==> config.mk <==
export PLATFORM = sky130hd
export DESIGN_NAME = ropuf_sequencer_flat
export DESIGN_NICKNAME = d
export VERILOG_FILES = /design/src/rtl/ropuf_sequencer_if.sv /design/src/rtl/ropuf_sequencer.sv /design/src/flat_wrapper.sv
export SDC_FILE = /design/constraint.sdc
export NUM_CORES = 1
export LEC_CHECK = 0
export ABC_AREA = 1
export ABC_CLOCK_PERIOD_IN_PS = 2650
export CAP_MARGIN = 20
export CORE_MARGIN = 2
export CORE_UTILIZATION = 54
export CTS_BUF_LIST = sky130_fd_sc_hd__clkbuf_4
export DETAILED_ROUTE_END_ITERATION = 7
export DONT_BUFFER_PORTS = 1
export PLACE_DENSITY_LB_ADDON = 0.1
export SLEW_MARGIN = 20
export SYNTH_ARGS = -nofsm -noshare
export SYNTH_HDL_FRONTEND = slang
export SYNTH_SLANG_ARGS = --single-unit
==> constraint.sdc <==
create_clock -name clk -period 2.65 [get_ports clk]
set_clock_uncertainty 0.15 [all_clocks]
set_input_delay 0.265 -clock clk [delete_from_list [all_inputs] [get_ports clk]]
set_output_delay 0.265 -clock clk [all_outputs]
set_load 0.005 [all_outputs]
==> src/rtl/ropuf_sequencer_if.sv <==
// Handshake and sequencing bundle between key-generation control (master) and
// the RO-PUF sequencer (slave), plus the round/count bus to the response path.
interface ropuf_sequencer_if;
  logic       start;
  logic       abort;
  logic [0:3] round;
  logic [0:7] count;
  logic       cnt_clear;
  logic       ro_enable;
  logic       busy;
  logic       done;
  logic       key_valid;

  modport master (
    output start, abort,
    input  round, count, cnt_clear, ro_enable, busy, done, key_valid
  );

  modport slave (
    input  start, abort,
    output round, count, cnt_clear, ro_enable, busy, done, key_valid
  );
endinterface

==> src/rtl/ropuf_sequencer.sv <==
// Steps 16 RO-pair rounds of WINDOW+1 cycles each, gating/clearing the RO
// counters so the response register captures one bit per round.
module ropuf_sequencer #(
  parameter int WINDOW = 250
) (
  input logic               clk,
  input logic               Reset_n,
  ropuf_sequencer_if.slave  bus
);

  typedef enum logic {
    S_IDLE = 1'b0,
    S_RUN  = 1'b1
  } state_t;

  localparam logic [7:0] LAST_CNT   = 8'(WINDOW);
  localparam logic [7:0] EN_LAST    = 8'(WINDOW - 1);
  localparam logic [3:0] LAST_ROUND = 4'd15;
  // Park values: neither the clear (0/0) nor the sample (count==WINDOW) point.
  localparam logic [3:0] PARK_ROUND = 4'hf;
  localparam logic [7:0] PARK_CNT   = 8'hff;

  state_t     state_q;
  logic [0:3] round_q;
  logic [0:7] count_q;
  logic       cnt_clear_q;
  logic       ro_enable_q;
  logic       busy_q;
  logic       done_q;
  logic       key_valid_q;

  always_ff @(posedge clk or negedge Reset_n) begin
    if (!Reset_n) begin
      state_q     <= S_IDLE;
      round_q     <= PARK_ROUND;
      count_q     <= PARK_CNT;
      cnt_clear_q <= 1'b0;
      ro_enable_q <= 1'b0;
      busy_q      <= 1'b0;
      done_q      <= 1'b0;
      key_valid_q <= 1'b0;
    end else begin
      // NOTE: non-blocking default; a later assignment in the same cycle wins,
      // which makes done a single-cycle pulse without extra logic.
      done_q <= 1'b0;
      unique case (state_q)
        S_IDLE: begin
          if (bus.abort) begin
            key_valid_q <= 1'b0;
          end else if (bus.start) begin
            state_q     <= S_RUN;
            round_q     <= 4'd0;
            count_q     <= 8'd0;
            cnt_clear_q <= 1'b1;
            ro_enable_q <= 1'b0;
            busy_q      <= 1'b1;
            key_valid_q <= 1'b0;
          end
        end
        S_RUN: begin
          if (bus.abort) begin
            state_q     <= S_IDLE;
            round_q     <= PARK_ROUND;
            count_q     <= PARK_CNT;
            cnt_clear_q <= 1'b0;
            ro_enable_q <= 1'b0;
            busy_q      <= 1'b0;
            key_valid_q <= 1'b0;
          end else if (count_q == LAST_CNT) begin
            if (round_q == LAST_ROUND) begin
              state_q     <= S_IDLE;
              round_q     <= PARK_ROUND;
              count_q     <= PARK_CNT;
              cnt_clear_q <= 1'b0;
              ro_enable_q <= 1'b0;
              busy_q      <= 1'b0;
              done_q      <= 1'b1;
              key_valid_q <= 1'b1;
            end else begin
              round_q     <= round_q + 4'd1;
              count_q     <= 8'd0;
              cnt_clear_q <= 1'b1;
              ro_enable_q <= 1'b0;
            end
          end else begin
            count_q     <= count_q + 8'd1;
            cnt_clear_q <= 1'b0;
            // Enable drops for the sample cycle so the comparator is frozen.
            ro_enable_q <= (count_q != EN_LAST);
          end
        end
        default: state_q <= S_IDLE;
      endcase
    end
  end

  assign bus.round     = round_q;
  assign bus.count     = count_q;
  assign bus.cnt_clear = cnt_clear_q;
  assign bus.ro_enable = ro_enable_q;
  assign bus.busy      = busy_q;
  assign bus.done      = done_q;
  assign bus.key_valid = key_valid_q;

endmodule

==> src/flat_wrapper.sv <==
// flat-port wrapper written by rule: the top's interface ports become plain ports
module ropuf_sequencer_flat 
#(
  parameter int WINDOW = 250
)
  (clk, Reset_n, bus_start, bus_abort, bus_round, bus_count, bus_cnt_clear, bus_ro_enable, bus_busy, bus_done, bus_key_valid);
  ropuf_sequencer_if bus_i ();
  input logic clk;
  input logic Reset_n;
  input wire logic [$bits(bus_i.start)-1:0] bus_start;
  input wire logic [$bits(bus_i.abort)-1:0] bus_abort;
  output wire logic [$bits(bus_i.round)-1:0] bus_round;
  output wire logic [$bits(bus_i.count)-1:0] bus_count;
  output wire logic [$bits(bus_i.cnt_clear)-1:0] bus_cnt_clear;
  output wire logic [$bits(bus_i.ro_enable)-1:0] bus_ro_enable;
  output wire logic [$bits(bus_i.busy)-1:0] bus_busy;
  output wire logic [$bits(bus_i.done)-1:0] bus_done;
  output wire logic [$bits(bus_i.key_valid)-1:0] bus_key_valid;
  assign bus_i.start = bus_start;
  assign bus_i.abort = bus_abort;
  assign bus_round = bus_i.round;
  assign bus_count = bus_i.count;
  assign bus_cnt_clear = bus_i.cnt_clear;
  assign bus_ro_enable = bus_i.ro_enable;
  assign bus_busy = bus_i.busy;
  assign bus_done = bus_i.done;
  assign bus_key_valid = bus_i.key_valid;
  ropuf_sequencer #(.WINDOW(WINDOW)) u_core (.clk(clk), .Reset_n(Reset_n), .bus(bus_i));
endmodule
== After elaboration in Yosys (flattened, before gate mapping) ==
Cells that the tools add are included.

* Register bits after elaboration: 18
* Input port bits: 4
* Word-level logic and storage cells: 64
* Output and inout port bits: 17

* Mux-type cells: 41
* Bitwise logic cells: 1
* Add/sub/neg operators: 2
* Equality and inequality tests: 8
* Reductions and logical operators: 4

{| class="wikitable"
|+ Operator list
! cell !! count
|-
| 8-bit two-way mux || 5
|-
| 1-bit two-way mux || 24
|-
| 4-bit two-way mux || 5
|-
| 8-bit one-hot mux with 2 select lines || 1
|-
| 1-bit one-hot mux with 2 select lines || 5
|-
| 3-bit inequality test (second input constant) || 3
|-
| 8-bit by 1-bit adder with 8-bit output (second input constant) || 1
|-
| 8-bit equality test (second input constant) || 1
|-
| 8-bit inequality test (second input constant) || 1
|-
| 4-bit one-hot mux with 2 select lines || 1
|-
| 3-bit AND reduction || 2
|-
| 4-bit by 1-bit adder with 4-bit output (second input constant) || 1
|-
| 4-bit equality test (second input constant) || 1
|-
| 2-bit inequality test (second input constant) || 2
|-
| 4-bit AND reduction || 1
|-
| 2-bit AND reduction || 1
|-
| 1-bit inverter || 1
|}

== Depth between registers and ports, before layout ==
Gate-level depths: netlist of the first run.

* Word-level depth: 5
* Mapped depth: 9
* Depth with buffers taken out: 9

== Least setup slack after synthesis of the first run ==
No wires, ideal clock.

* Path type: register to register
* Start point: register u_core.count_q (netlist bit u_core.bus.count[7])
* End point: register u_core.count_q (netlist bit u_core.bus.count[0])
* Arrival: 1.354 ns
* Period minus slack after synthesis: 1.565 ns
* Data required time: 2.439 ns
* Path slack: 1.085 ns
* Buffers on the path: 0
* Stages on the path, launching flop included: 8
* Setup time: 0.061 ns
* Cell sequence: dfstp_2 > inv_1 > ha_1 > inv_1 > nor2_4 > a21oi_2 > nand3_1 > nand3_2

* Cells in the longest elaborated chain, start to end: 4
* Elaborated cells on any way between the ends: 5
* Those cells by class: add/sub: 1; eq/ne: 1; mux: 3

{| class="wikitable"
|+ Ends and longest elaborated chain
! what !! line !! source
|-
| start, declared || ropuf_sequencer.sv:25 || <nowiki>logic [0:7] count_q;</nowiki>
|-
| start signal, assigned || ropuf_sequencer.sv:86 || <nowiki>count_q <= count_q + 8'd1;</nowiki>
|-
| 8-bit by 1-bit adder with 8-bit output / 8-bit equality test (equally long branches) || ropuf_sequencer.sv:86, ropuf_sequencer.sv:69 ||
|-
| 8-bit two-way mux * || ropuf_sequencer.sv:69 || <nowiki>end else if (count_q == LAST_CNT) begin</nowiki>
|-
| 8-bit two-way mux * || ropuf_sequencer.sv:61 || <nowiki>if (bus.abort) begin</nowiki>
|-
| 8-bit one-hot mux with 2 select lines * || ropuf_sequencer.sv:46 || <nowiki>unique case (state_q)</nowiki>
|}

Every way passes the cells marked *; elsewhere a longest branch is shown, timed or not.
A chain may end at the register's enable or synchronous reset.

== Worst setup path in the final report of the first run ==
* Start point: register u_core.state_q
* End point: register u_core.busy_q (netlist: u_core.bus.busy)

* Cells in the longest elaborated chain, start to end: 3
* Elaborated cells on any way between the ends: 7
* Those cells by class: eq/ne: 4; mux: 1; bitwise: 1; reduce/logical: 1

{| class="wikitable"
|+ Ends and longest elaborated chain
! what !! line !! source
|-
| start, declared || ropuf_sequencer.sv:23 || <nowiki>state_t state_q;</nowiki>
|-
| start signal, assigned || ropuf_sequencer.sv:34 || <nowiki>state_q <= S_IDLE;</nowiki>
|-
| start signal, assigned || ropuf_sequencer.sv:51 || <nowiki>state_q <= S_RUN;</nowiki>
|-
| start signal, assigned || ropuf_sequencer.sv:62 || <nowiki>state_q <= S_IDLE;</nowiki>
|-
| 1-bit inverter || ropuf_sequencer.sv:46 ||
|-
| 2-bit inequality test (no source line) || -- ||
|-
| 4-bit AND reduction (no source line) || -- ||
|-
| end signal, assigned || ropuf_sequencer.sv:39 || <nowiki>busy_q <= 1'b0;</nowiki>
|-
| end signal, assigned || ropuf_sequencer.sv:56 || <nowiki>busy_q <= 1'b1;</nowiki>
|-
| end signal, assigned || ropuf_sequencer.sv:67 || <nowiki>busy_q <= 1'b0;</nowiki>
|-
| end, declared || ropuf_sequencer.sv:28 || <nowiki>logic busy_q;</nowiki>
|}

Parallel ways exist; a longest one is shown, timed or not.

==> key figures, run 1 <==
Global route
  – Largest net degree at the start of global routing: 19
  – First-pass GRT wire length: slightly below 4 mm
  – Initial antenna violation count: 0
  – Total Routing Usage GR: 20.2%
  – Vias in the first global route: 823
  – Total gr overflow: 0

Critical path
  – Arrival time at the worst endpoint: around 1.8 ns
  – CP required: around 2.7 ns
  – Reg-to-Reg End: u_core.bus.busy
  – Setup crit end kind: flop
  – Max incr delay on CP: 0.55 ns
  – Reg-to-reg slack, setup: a little under 0.9 ns
  – CP max FO: 11
  – CP Class: flop to flop
  – Worst path most repeated cell: a21oi_1
  – CP max stage cell: dfrtp_1
  – Crit path max-delay family: compound AO/OA/AOI/OAI gates
  – CP startpoint kind: flop
  – WP buf/inv: 1
  – R2r startpoint: u_core.state_q
  – Reg2Reg Depth: 4
  – CP Cell Sequence: a21oi_1, inv_1, a21oi_1, a21oi_1

Cells and area
  – Commonest cells after routing, fill and taps aside: nand2_1, nand3_1, inv_1
  – Finished Layout Cells: about 170
  – Most common cell after layout, fill and taps aside: nand2_1
  – Antenna Cells: 0
  – Area Overhead vs Synth: 5.91%
  – Layout Nets: 150
  – Share of cells above drive strength 1: between 20% and 30%
  – Fillers: 169

Clock tree
  – Clk sink count: 18
  – Root buffer cell: clkbuf_4
  – TritonCTS Buffers: 3
  – H-tree depth: 1
  – Clock Latency Late Sink: 0.30 ns
  – CTS tree: done
  – Post-CTS Resized: 0
  – Max Buffers Root-to-Sink: 2
  – # Post-CTS Setup Buffers: 0
  – Clk pin slew, worst setup/hold paths: 0.11 ns

STA
  – Min cycle time layout: around 1.8 ns
  – Setup Viol. Count Final: 0
  – Max_slew headroom: 45.9%
  – Total negative setup slack: 0 ns
  – Max Clk Rate: 566 MHz
  – Final worst path period share: between 60% and 70%
  – Fin. Hold Viols: 0
  – Slew Viols, Final: 0
  – Least-Margin Pin Slew: between 0.8 and 0.9 ns
  – WHS: 0.0441 ns
  – RSZ-0062 raised after global routing: no
  – Setup ws final: 0.884 ns

Logic synthesis
  – Yosys cell types: 29
  – Post-Syn Instances: 137
  – Area fraction of the dominant cell type after synthesis: 27.6%
  – Ys Warns: 0
  – Seq/Total Area, Yosys: 40.7%
  – Synth Flop Type: dfstp_2
  – Asr flop ratio synth: 100%
  – Dominant cell type by area after synthesis: dfstp_2
  – Post-Syn Area: 1140 um^2
  – Post-synthesis register bit count: 18
  – Synthesized Nets: ~150
  – Mean post-synth cell area: 8.35 um^2
  – Top post-synthesis cells by area: dfstp_2, dfrtp_1, nand2_1
  – Post-synth EDFFs: 0

Min path
  – Hold Crit Start: bus_abort
  – Min-Delay Endpoint: u_core.bus.busy
  – HP Class: input port to flop
  – Hold Crit Depth: 3

Placed design
  – PortBufs: 0
  – Cells after DPL: 162
  – DPL Wire Length: around 1.6 mm
  – Placement Setup Slack: 0.903 ns
  – Gp weighted congestion: around 0.80

Drt
  – 1st-iter DRT viols: 18
  – ANT nets after route: 0
  – Vias/cell: 5.21
  – Routed WL: 2.16 mm
  – Via count: slightly below 900
  – Post-route DRC violation count: 0
  – DRT Pass-1 Iters: 4
  – Drt wl/cell: ~13 um

Pwr
  – Leak Pwr: 0.628 nW
  – Maximum vdd drop: 0.621 mV
  – PD cells: around 1300 nW/um^2
  – Pwr Total: 1.55 mW

Job
  – Max-Cap Viols: 0

Floorplanning
  – Ports: 21
  – Die ar.: 2500 um^2
  – Die Y: 50.0 um
  – Site row count: 16
  – Core area: 1980 um^2
  – DIE WIDTH: 50.0 um
  – Initial Util: 57.7%

Outcome
  – Status: finished clean
-- state kept, by name, summed over array words and instances (netlist names) --
signal,cells
u_core.state_q,1
u_core.bus.ro_enable,1
u_core.bus.done,1
u_core.bus.key_valid,1
u_core.bus.round,4
u_core.bus.cnt_clear,1
u_core.bus.count,8
u_core.bus.busy,1
-- cells by family (layout without fill, tap and decap cells) --
family	Yosys count	after routing	share of synthesized area [%]
adders and majority gates	4	4	4.38
DFF	18	18	40.7
and+or+nand+nor	83	83	40.3
buffers and inverters	20	24	7.66
AOI/OAI and AO/OA	9	9	4.70
xor gates and xnor gates	3	3	2.30
-- synth_stat cells, types with 2 or more instances --
| master | instances |
|---|---|
| nor2_1 | 6 |
| inv_2 | 2 |
| o21ai_0 | 2 |
| nand3_2 | 4 |
| dfrtp_1 | 6 |
| nand4_1 | 2 |
| dfstp_2 | 12 |
| xor2_1 | 2 |
| nand2_2 | 4 |
| ha_1 | 4 |
| nand2_1 | 39 |
| a21oi_1 | 3 |
| inv_1 | 15 |
| nand2_4 | 4 |
| nand3_1 | 17 |
| nand3_4 | 2 |
-- worst max-delay path by stage --
| stage | startpoint | end | slack (ns) | cells past startpoint |
|---|---|---|---|---|
| after detailed placement | u_core.bus.count[7] | u_core.bus.count[2] | 0.90 | 7 |
| after global placement | u_core.bus.count[7] | u_core.bus.count[1] | 0.90 | 7 |
| final | u_core.state_q | u_core.bus.busy | 0.88 | 4 |
| after global routing | u_core.state_q | u_core.bus.cnt_clear | 0.75 | 4 |
| after CTS | u_core.bus.count[7] | u_core.bus.count[1] | 0.87 | 7 |
| after floorplan | u_core.bus.count[7] | u_core.bus.count[0] | 1.09 | 7 |
-- final cells by class --
cell class	instances	area, um^2	share of cell area [%]
multi-input cells	99	591	48.8
flip-flops and latches	18	465	38.4
inverters	17	63.8	5.27
well taps	27	33.8	2.79
clock buffers	4	30.0	2.48
repair buffers	3	27.5	2.27
-- per-stage QoR --
stage          cell area (um^2)  util [%]
2_1_floorplan              1140         -
3_3_place_gp               1160      58.6
3_5_place_dp               1160      58.6
4_1_cts                    1210      61.1
5_1_grt                    1210      61.1
6_report                   1210      61.1
-- what timing repair did --
action                                  in CTS  in global routing
hold endpoints to repair                    19                  0
endpoints found under the setup margin       0                  0
hold buffers                                 2                  0
-- routing by layer --
| layer | vias to the layer above | global-route usage [%] | wire (um) |
|---|---|---|---|
| met3 | 5 | 6.97 | 123 |
| met2 | 26 | 29.4 | 996 |
| met5 | - | 0 | 0 |
| met4 | 0 | 6.48 | 29 |
| li1 | 446 | - | - |
| met1 | 399 | 28.0 | 1010 |
-- report_power, final --
part	switching (mW)	internal (mW)	leakage, nW
registers	0.225	0.490	0.201
logic	0.416	0.265	0.409
clock network	0.0864	0.0688	0.0184
total	0.727	0.824	0.628
-- worst reg2reg max path, stage by stage (launching register included) --
cell and delay (ns):
dfrtp_1 0.55, a21oi_1 0.50, inv_1 0.22, a21oi_1 0.19, a21oi_1 0.05
Power figures use the tool's default switching activity.
==> run 2, diff against run 1 <==
ABC_CLOCK_PERIOD_IN_PS = 1740   (was 2650)
clock period = 1.74 ns   (was 2.65 ns; I/O delays follow)
==> run 2 against run 1 <==
Net effect:
- design area rose by 3.9%
- non-clock buffer count rose by 5
- wire length rose by 3.2%
- clock-buffer cell count did not move
- global-route usage fell by 0.33 points
- combinational power rose by 76%
- sequential power rose by 44%
- largest power group is now combinational logic
==> key figures, run 2 (synthesis results as in run 1) <==
Drt
  – Via count: 899 (+2.6%)
  – ANT nets after route: 0 (unchanged)
  – DRT Pass-1 Iters: 4 (unchanged)
  – Routed WL: 2.23 mm (+3.2%)
  – Vias/cell: 5.20 (-0.34%)
  – Post-route DRC violation count: 0 (unchanged)
  – Drt wl/cell: 12.9 um (+0.21%)
  – 1st-iter DRT viols: 10 (-8)

Critical path
  – Max incr delay on CP: 0.60 ns (+0.05 ns)
  – CP max FO: 8 (-3)
  – CP required: 1.82 ns (-0.86 ns)
  – CP Cell Sequence: ha_1, inv_1, nor2_4, nand3_4, nand2_4, nand2_4, nand3_1
  – Arrival time at the worst endpoint: 1.70 ns (-0.10 ns)
  – Reg2Reg Depth: 7 (+3)
  – CP Class: flop to flop
  – Setup crit end kind: flop
  – Worst path most repeated cell: nand2_4
  – CP max stage cell: dfstp_2
  – CP startpoint kind: flop

Floorplanning
  – Site row count: 16 (unchanged)
  – Ports: 21 (unchanged)
  – Initial Util: 57.7% (unchanged)
  – Die Y: 50.0 um (unchanged)
  – Core area: 1980 um^2 (unchanged)
  – Die ar.: 2500 um^2 (unchanged)
  – DIE WIDTH: 50.0 um (unchanged)

Pwr
  – Maximum vdd drop: 1.15 mV (+85%)
  – Flop pwr share: 41.7% (-4.4 points)
  – Switch share: 46.4% (-0.53 points)
  – PD cells: 1960 nW/um^2 (+53%)
  – Power Internal: 1.32 mW (+61%)
  – NetSw: 1.14 mW (+57%)
  – Clk pwr share: 9.5% (-0.5 points)
  – Gate power share: 48.8% (+4.9 points)
  – Leak Pwr: 0.653 nW (+4.0%)

Placed design
  – DPL Wire Length: 1.65 mm (+2.5%)
  – Cells after DPL: 166 (+2.5%)
  – PortBufs: 0 (unchanged)
  – Gp weighted congestion: 0.734 (-8.0%)

Global route
  – Total gr overflow: 0 (unchanged)
  – Total Routing Usage GR: 19.9% (-0.33 points)
  – First-pass GRT wire length: 3.77 mm (-2.3%)
  – Initial antenna violation count: 0 (unchanged)
  – Largest net degree at the start of global routing: 19 (unchanged)
  – Vias in the first global route: 813 (-1.2%)

Clock tree
  – Root buffer cell: clkbuf_4
  – H-tree depth: 1 (unchanged)
  – TritonCTS Buffers: 3 (unchanged)
  – Clock Latency Late Sink: 0.29 ns (about the same)
  – Clk sink count: 18 (unchanged)
  – # Post-CTS Setup Buffers: 0 (unchanged)
  – Clk pin slew, worst setup/hold paths: 0.11 ns (about the same)
  – CTS tree: done
  – Max Buffers Root-to-Sink: 2 (unchanged)

Cells and area
  – Finished Layout Cells: 173 (+3.0%)
  – Most common cell after layout, fill and taps aside: nand2_1
  – Layout Nets: 155 (+3.3%)
  – Antenna Cells: 0 (unchanged)
  – Area Overhead vs Synth: 10.1%
  – Commonest cells after routing, fill and taps aside: nand2_1, nand3_1, inv_1
  – Share of cells above drive strength 1: 28.8% (+1.8 points)
  – Fillers: 168 (-0.59%)
  – Max reg flops: 8 (unchanged)

STA
  – Max Clk Rate: 615 MHz (+8.6%)
  – Max_slew headroom: 46.6% (+0.69 points)
  – Slew Viols, Final: 0 (unchanged)
  – Least-Margin Pin Slew: 0.799 ns (-0.0104 ns)
  – Total negative setup slack: 0 ns (unchanged)
  – Setup Viol. Count Final: 0 (unchanged)
  – Fin. Hold Viols: 0 (unchanged)
  – Final worst path period share: 93.4% (+27 points)
  – RSZ-0062 raised after global routing: no
  – Min cycle time layout: 1.63 ns (-0.140 ns)

Outcome
  – Status: finished clean

Min path
  – Hold Crit Depth: 4 (+1)
  – HP Class: input port to flop

Job
  – Max-Cap Viols: 0 (unchanged)
[run 2: worst max-delay path: cells and delay by family, from the launching register on]
family                     cells  cell delay (ns)
adders and majority gates      1             0.16
DFF                            1             0.60
buffers and inverters          1             0.06
and+or+nand+nor                5             0.60
[run 2: metal layers]
| metal | global-route usage [%] | vias to the layer above | routed length (um) |
|---|---|---|---|
| met5 | 0 | - | 0 |
| met1 | 27.1 | 427 | 1050 |
| met2 | 30.9 | 17 | 1070 |
| li1 | - | 455 | - |
| met3 | 6.06 | 0 | 114 |
| met4 | 4.17 | 0 | 0 |
[run 2: final timing paths]
path | slack [ns] | startpoint | endpoint
setup / recovery | 0.11 | u_core.bus.count[6] | u_core.bus.count[3]
hold / removal | 0.13 | bus_start | u_core.bus.cnt_clear
setup reg to reg | 0.11 | u_core.bus.count[6] | u_core.bus.count[3]
hold reg to reg | 0.36 | u_core.bus.key_valid | u_core.bus.key_valid
max in group asynchronous | 0.70 | Reset_n | u_core.bus.key_valid
min in group asynchronous | 0.25 | Reset_n | u_core.bus.ro_enable
[run 2: cell type report]
class	instances	area (um^2)	area share [%]
multi-input combinational	99	598	47.5
clock buffer	4	30.0	2.39
sequential	18	465	37.0
tap	27	33.8	2.68
timing repair buffer	8	67.6	5.37
inverter	17	63.8	5.07
[run 2: power by group through the flow]
| stage | logic, mW | clock network [mW] | registers, mW |
|---|---|---|---|
| finish | 1.20 | 0.233 | 1.03 |
| global route | 1.37 | 0.251 | 1.08 |
| CTS | 1.20 | 0.238 | 1.03 |
| detailed placement | 1.18 | 0 | 1.04 |
| global placement | 1.13 | 0 | 1.03 |
| floorplan | 0.969 | 0 | 0.970 |
[run 2: metrics by stage]
stage,total power [mW],utilization (%),setup slack [ns],hold slack (ns),cell area [um^2]
final,2.46,63.5,0.115,0.130,1260
after CTS,2.47,63.1,0.0696,0.114,1250
after detailed placement,2.21,60.1,0.0873,-0.271,1190
after global routing,2.70,63.5,0.00221,0.148,1260
after floorplan,1.94,-,0.175,-0.272,1140
after global placement,2.16,60.1,0.129,-0.271,1190
[run 2: what timing repair did]
action | CTS | global route
setup endpoints to repair | 0 | 6
gates resized for setup | 0 | 1
endpoints found under the hold margin | 23 | 0
hold buffers | 3 | 0
==> run 3, diff against run 2 <==
CORE_ASPECT_RATIO = 1.75   (was default)
CORE_UTILIZATION = 25   (was 54)
==> run 3 against run 2 <==
Net effect:
- first-iteration DRC count rose to 2.7 times the previous value
- combinational power up 3%
- highest routed layer is now met4
- power up 0.65%
- register-to-register slack better by 0.02 ns
- worst hold slack worse by 0.038 ns
- cell count up 14%
- design area up 2.1%
- critical endpoint is now u_core.bus.count[7]
- via count up 1.0%
- worst setup slack better by 0.024 ns
- critical path type unchanged
- utilization down 34 points
==> key figures, run 3 (synthesis results as in run 1) <==
Critical path
  – Max incr delay on CP: 0.59 ns (about the same)
  – R2r startpoint: u_core.bus.round[2]
  – Arrival time at the worst endpoint: 1.69 ns (about the same)
  – Reg2Reg Depth: 7 (unchanged)
  – WP buf/inv: 1 (unchanged)
  – Reg-to-Reg End: u_core.bus.count[7]
  – CP startpoint kind: flop
  – CP max stage cell: dfstp_2
  – Setup crit end kind: flop
  – CP Class: flop to flop
  – CP Cell Sequence: ha_1, nand3_1, inv_1, nand3_4, nand2_4, nand2_4, nand3_1
  – Reg-to-reg slack, setup: 0.14 ns (+0.02 ns)
  – Crit path max-delay family: flip-flops
  – CP max FO: 8 (unchanged)
  – CP required: 1.83 ns (about the same)

STA
  – Fin. Hold Viols: 0 (unchanged)
  – Min cycle time layout: 1.60 ns (-0.0242 ns)
  – Max_slew headroom: 39.8% (-6.7 points)
  – Setup Viol. Count Final: 0 (unchanged)
  – Final worst path period share: 92.0% (-1.4 points)
  – WHS: 0.0922 ns (-0.0378 ns)
  – Least-Margin Pin Slew: 0.900 ns (+0.101 ns)
  – Max Clk Rate: 625 MHz (+1.5%)
  – RSZ-0062 raised after global routing: no
  – Total negative setup slack: 0 ns (unchanged)
  – Slew Viols, Final: 0 (unchanged)

Min path
  – Hold Crit Start: bus_start
  – Hold Crit Depth: 4 (unchanged)
  – Min-Delay Endpoint: u_core.bus.count[4]
  – HP Class: input port to flop

Outcome
  – Status: finished clean

Floorplanning
  – Die Y: 93.5 um (+87%)
  – Site row count: 32 (+16)
  – Ports: 21 (unchanged)
  – Core area: 4400 um^2 (+120%)
  – Die ar.: 5150 um^2 (+110%)
  – DIE WIDTH: 55.1 um (+10%)
  – Initial Util: 26.0% (-32 points)

Clock tree
  – TritonCTS Buffers: 3 (unchanged)
  – Clk sink count: 18 (unchanged)
  – Clock Latency Late Sink: 0.30 ns (about the same)
  – Clk pin slew, worst setup/hold paths: 0.12 ns (about the same)
  – H-tree depth: 1 (unchanged)
  – Max Buffers Root-to-Sink: 2 (unchanged)
  – CTS tree: done
  – # Post-CTS Setup Buffers: 0 (unchanged)
  – Root buffer cell: clkbuf_4

Drt
  – Routed WL: 2.78 mm (+25%)
  – Vias/cell: 4.59 (-12%)
  – ANT nets after route: 0 (unchanged)
  – 1st-iter DRT viols: 27 (+17)
  – Via count: 908 (+1.0%)
  – Post-route DRC violation count: 0 (unchanged)
  – Drt wl/cell: 14.1 um (+8.9%)
  – DRT Pass-1 Iters: 5 (+1)

Cells and area
  – Layout Nets: 156 (+0.65%)
  – Max reg flops: 8 (unchanged)
  – Finished Layout Cells: 198 (+14%)
  – Most common cell after layout, fill and taps aside: nand2_1
  – Area Overhead vs Synth: 12.4%
  – Final instance area: 1280 um^2 (+2.1%)
  – Antenna Cells: 0 (unchanged)
  – Commonest cells after routing, fill and taps aside: nand2_1, nand3_1, inv_1
  – Share of cells above drive strength 1: 28.6% (-0.20 points)

Pwr
  – PD cells: 1930 nW/um^2 (-1.4%)
  – Maximum vdd drop: 0.685 mV (-40%)
  – Leak Pwr: 0.653 nW (about the same)

Global route
  – Initial antenna violation count: 0 (unchanged)
  – Total gr overflow: 0 (unchanged)
  – First-pass GRT wire length: 4.55 mm (+21%)
  – Vias in the first global route: 978 (+20%)
  – Total Routing Usage GR: 12.3% (-7.5 points)
  – Largest net degree at the start of global routing: 19 (unchanged)

Placed design
  – PortBufs: 0 (unchanged)
  – Placed Area: 1230 um^2 (+3.2%)
  – Gp weighted congestion: 0.728 (-0.84%)
  – Cells after DPL: 191 (+15%)
  – DPL Wire Length: 2.07 mm (+25%)

Job
  – Max-Cap Viols: 0 (unchanged)
[run 3: cell count changes in the layout (fill, tap and decap cells not counted), sizes merged]
| cell | before | now |
|---|---|---|
| buf | 5 | 6 |
| clkbuf | 4 | 3 |
| clkinv | 0 | 1 |
[run 3: area by class of cell]
cell class,count,area (um^2)
Inverter,17,63.8
Sequential cell,18,465
Timing Repair Buffer,9,75.1
Tap cell,51,63.8
Fill cell,502,3120
Clock inverter,1,3.75
Clock buffer,3,22.5
Multi-Input combinational cell,99,591
[run 3: report_power, final]
group          total, mW  switching, mW  internal [mW]
clock network      0.230          0.147         0.0835
logic               1.24          0.755          0.481
registers           1.01          0.269          0.744
total               2.48           1.17           1.31
[run 3: how the worst max path moves through the flow]
| stage | startpoint | end | slack, ns | cells past startpoint |
|---|---|---|---|---|
| 2_1_floorplan | u_core.bus.count[7] | u_core.bus.count[0] | 0.18 | 7 |
| 3_3_place_gp | u_core.bus.round[2] | u_core.bus.key_valid | 0.14 | 8 |
| 3_5_place_dp | u_core.bus.round[2] | u_core.bus.key_valid | 0.12 | 8 |
| 4_1_cts | u_core.bus.round[2] | u_core.bus.count[7] | 0.11 | 7 |
| 5_1_grt | u_core.bus.round[2] | u_core.bus.key_valid | 0.01 | 8 |
| 6_report | u_core.bus.round[2] | u_core.bus.count[7] | 0.14 | 7 |
[run 3: routing by layer]
layer / up-vias / GRT usage, % / part of all wire [%]
li1: 453 / - / -
met1: 430 / 12.9 / 41
met2: 21 / 22.8 / 53
met3: 4 / 1.92 / 4.2
met4: 0 / 4.88 / 1.5
met5: - / 0 / 0
[run 3: what timing repair did]
item / in CTS / in global routing
endpoints found under the hold margin: 23 / 0
resized for setup: 0 / 0
hold buffers: 3 / 0
[run 3: worst reg2reg max path, cell delays in order, from the launching register on]
cell and delay [ns]:
dfstp_2 0.59, ha_1 0.20, nand3_1 0.12, inv_1 0.11
nand3_4 0.09, nand2_4 0.09, nand2_4 0.10, nand3_1 0.10
[run 3: per-stage QoR]
stage | utilization [%] | total power [mW] | setup slack, ns
6_report | 29.2 | 2.48 | 0.139
2_1_floorplan | - | 1.94 | 0.175
3_5_place_dp | 27.9 | 2.28 | 0.124
4_1_cts | 29.2 | 2.54 | 0.106
5_1_grt | 29.2 | 2.75 | 0.0110
3_3_place_gp | 27.9 | 2.28 | 0.137
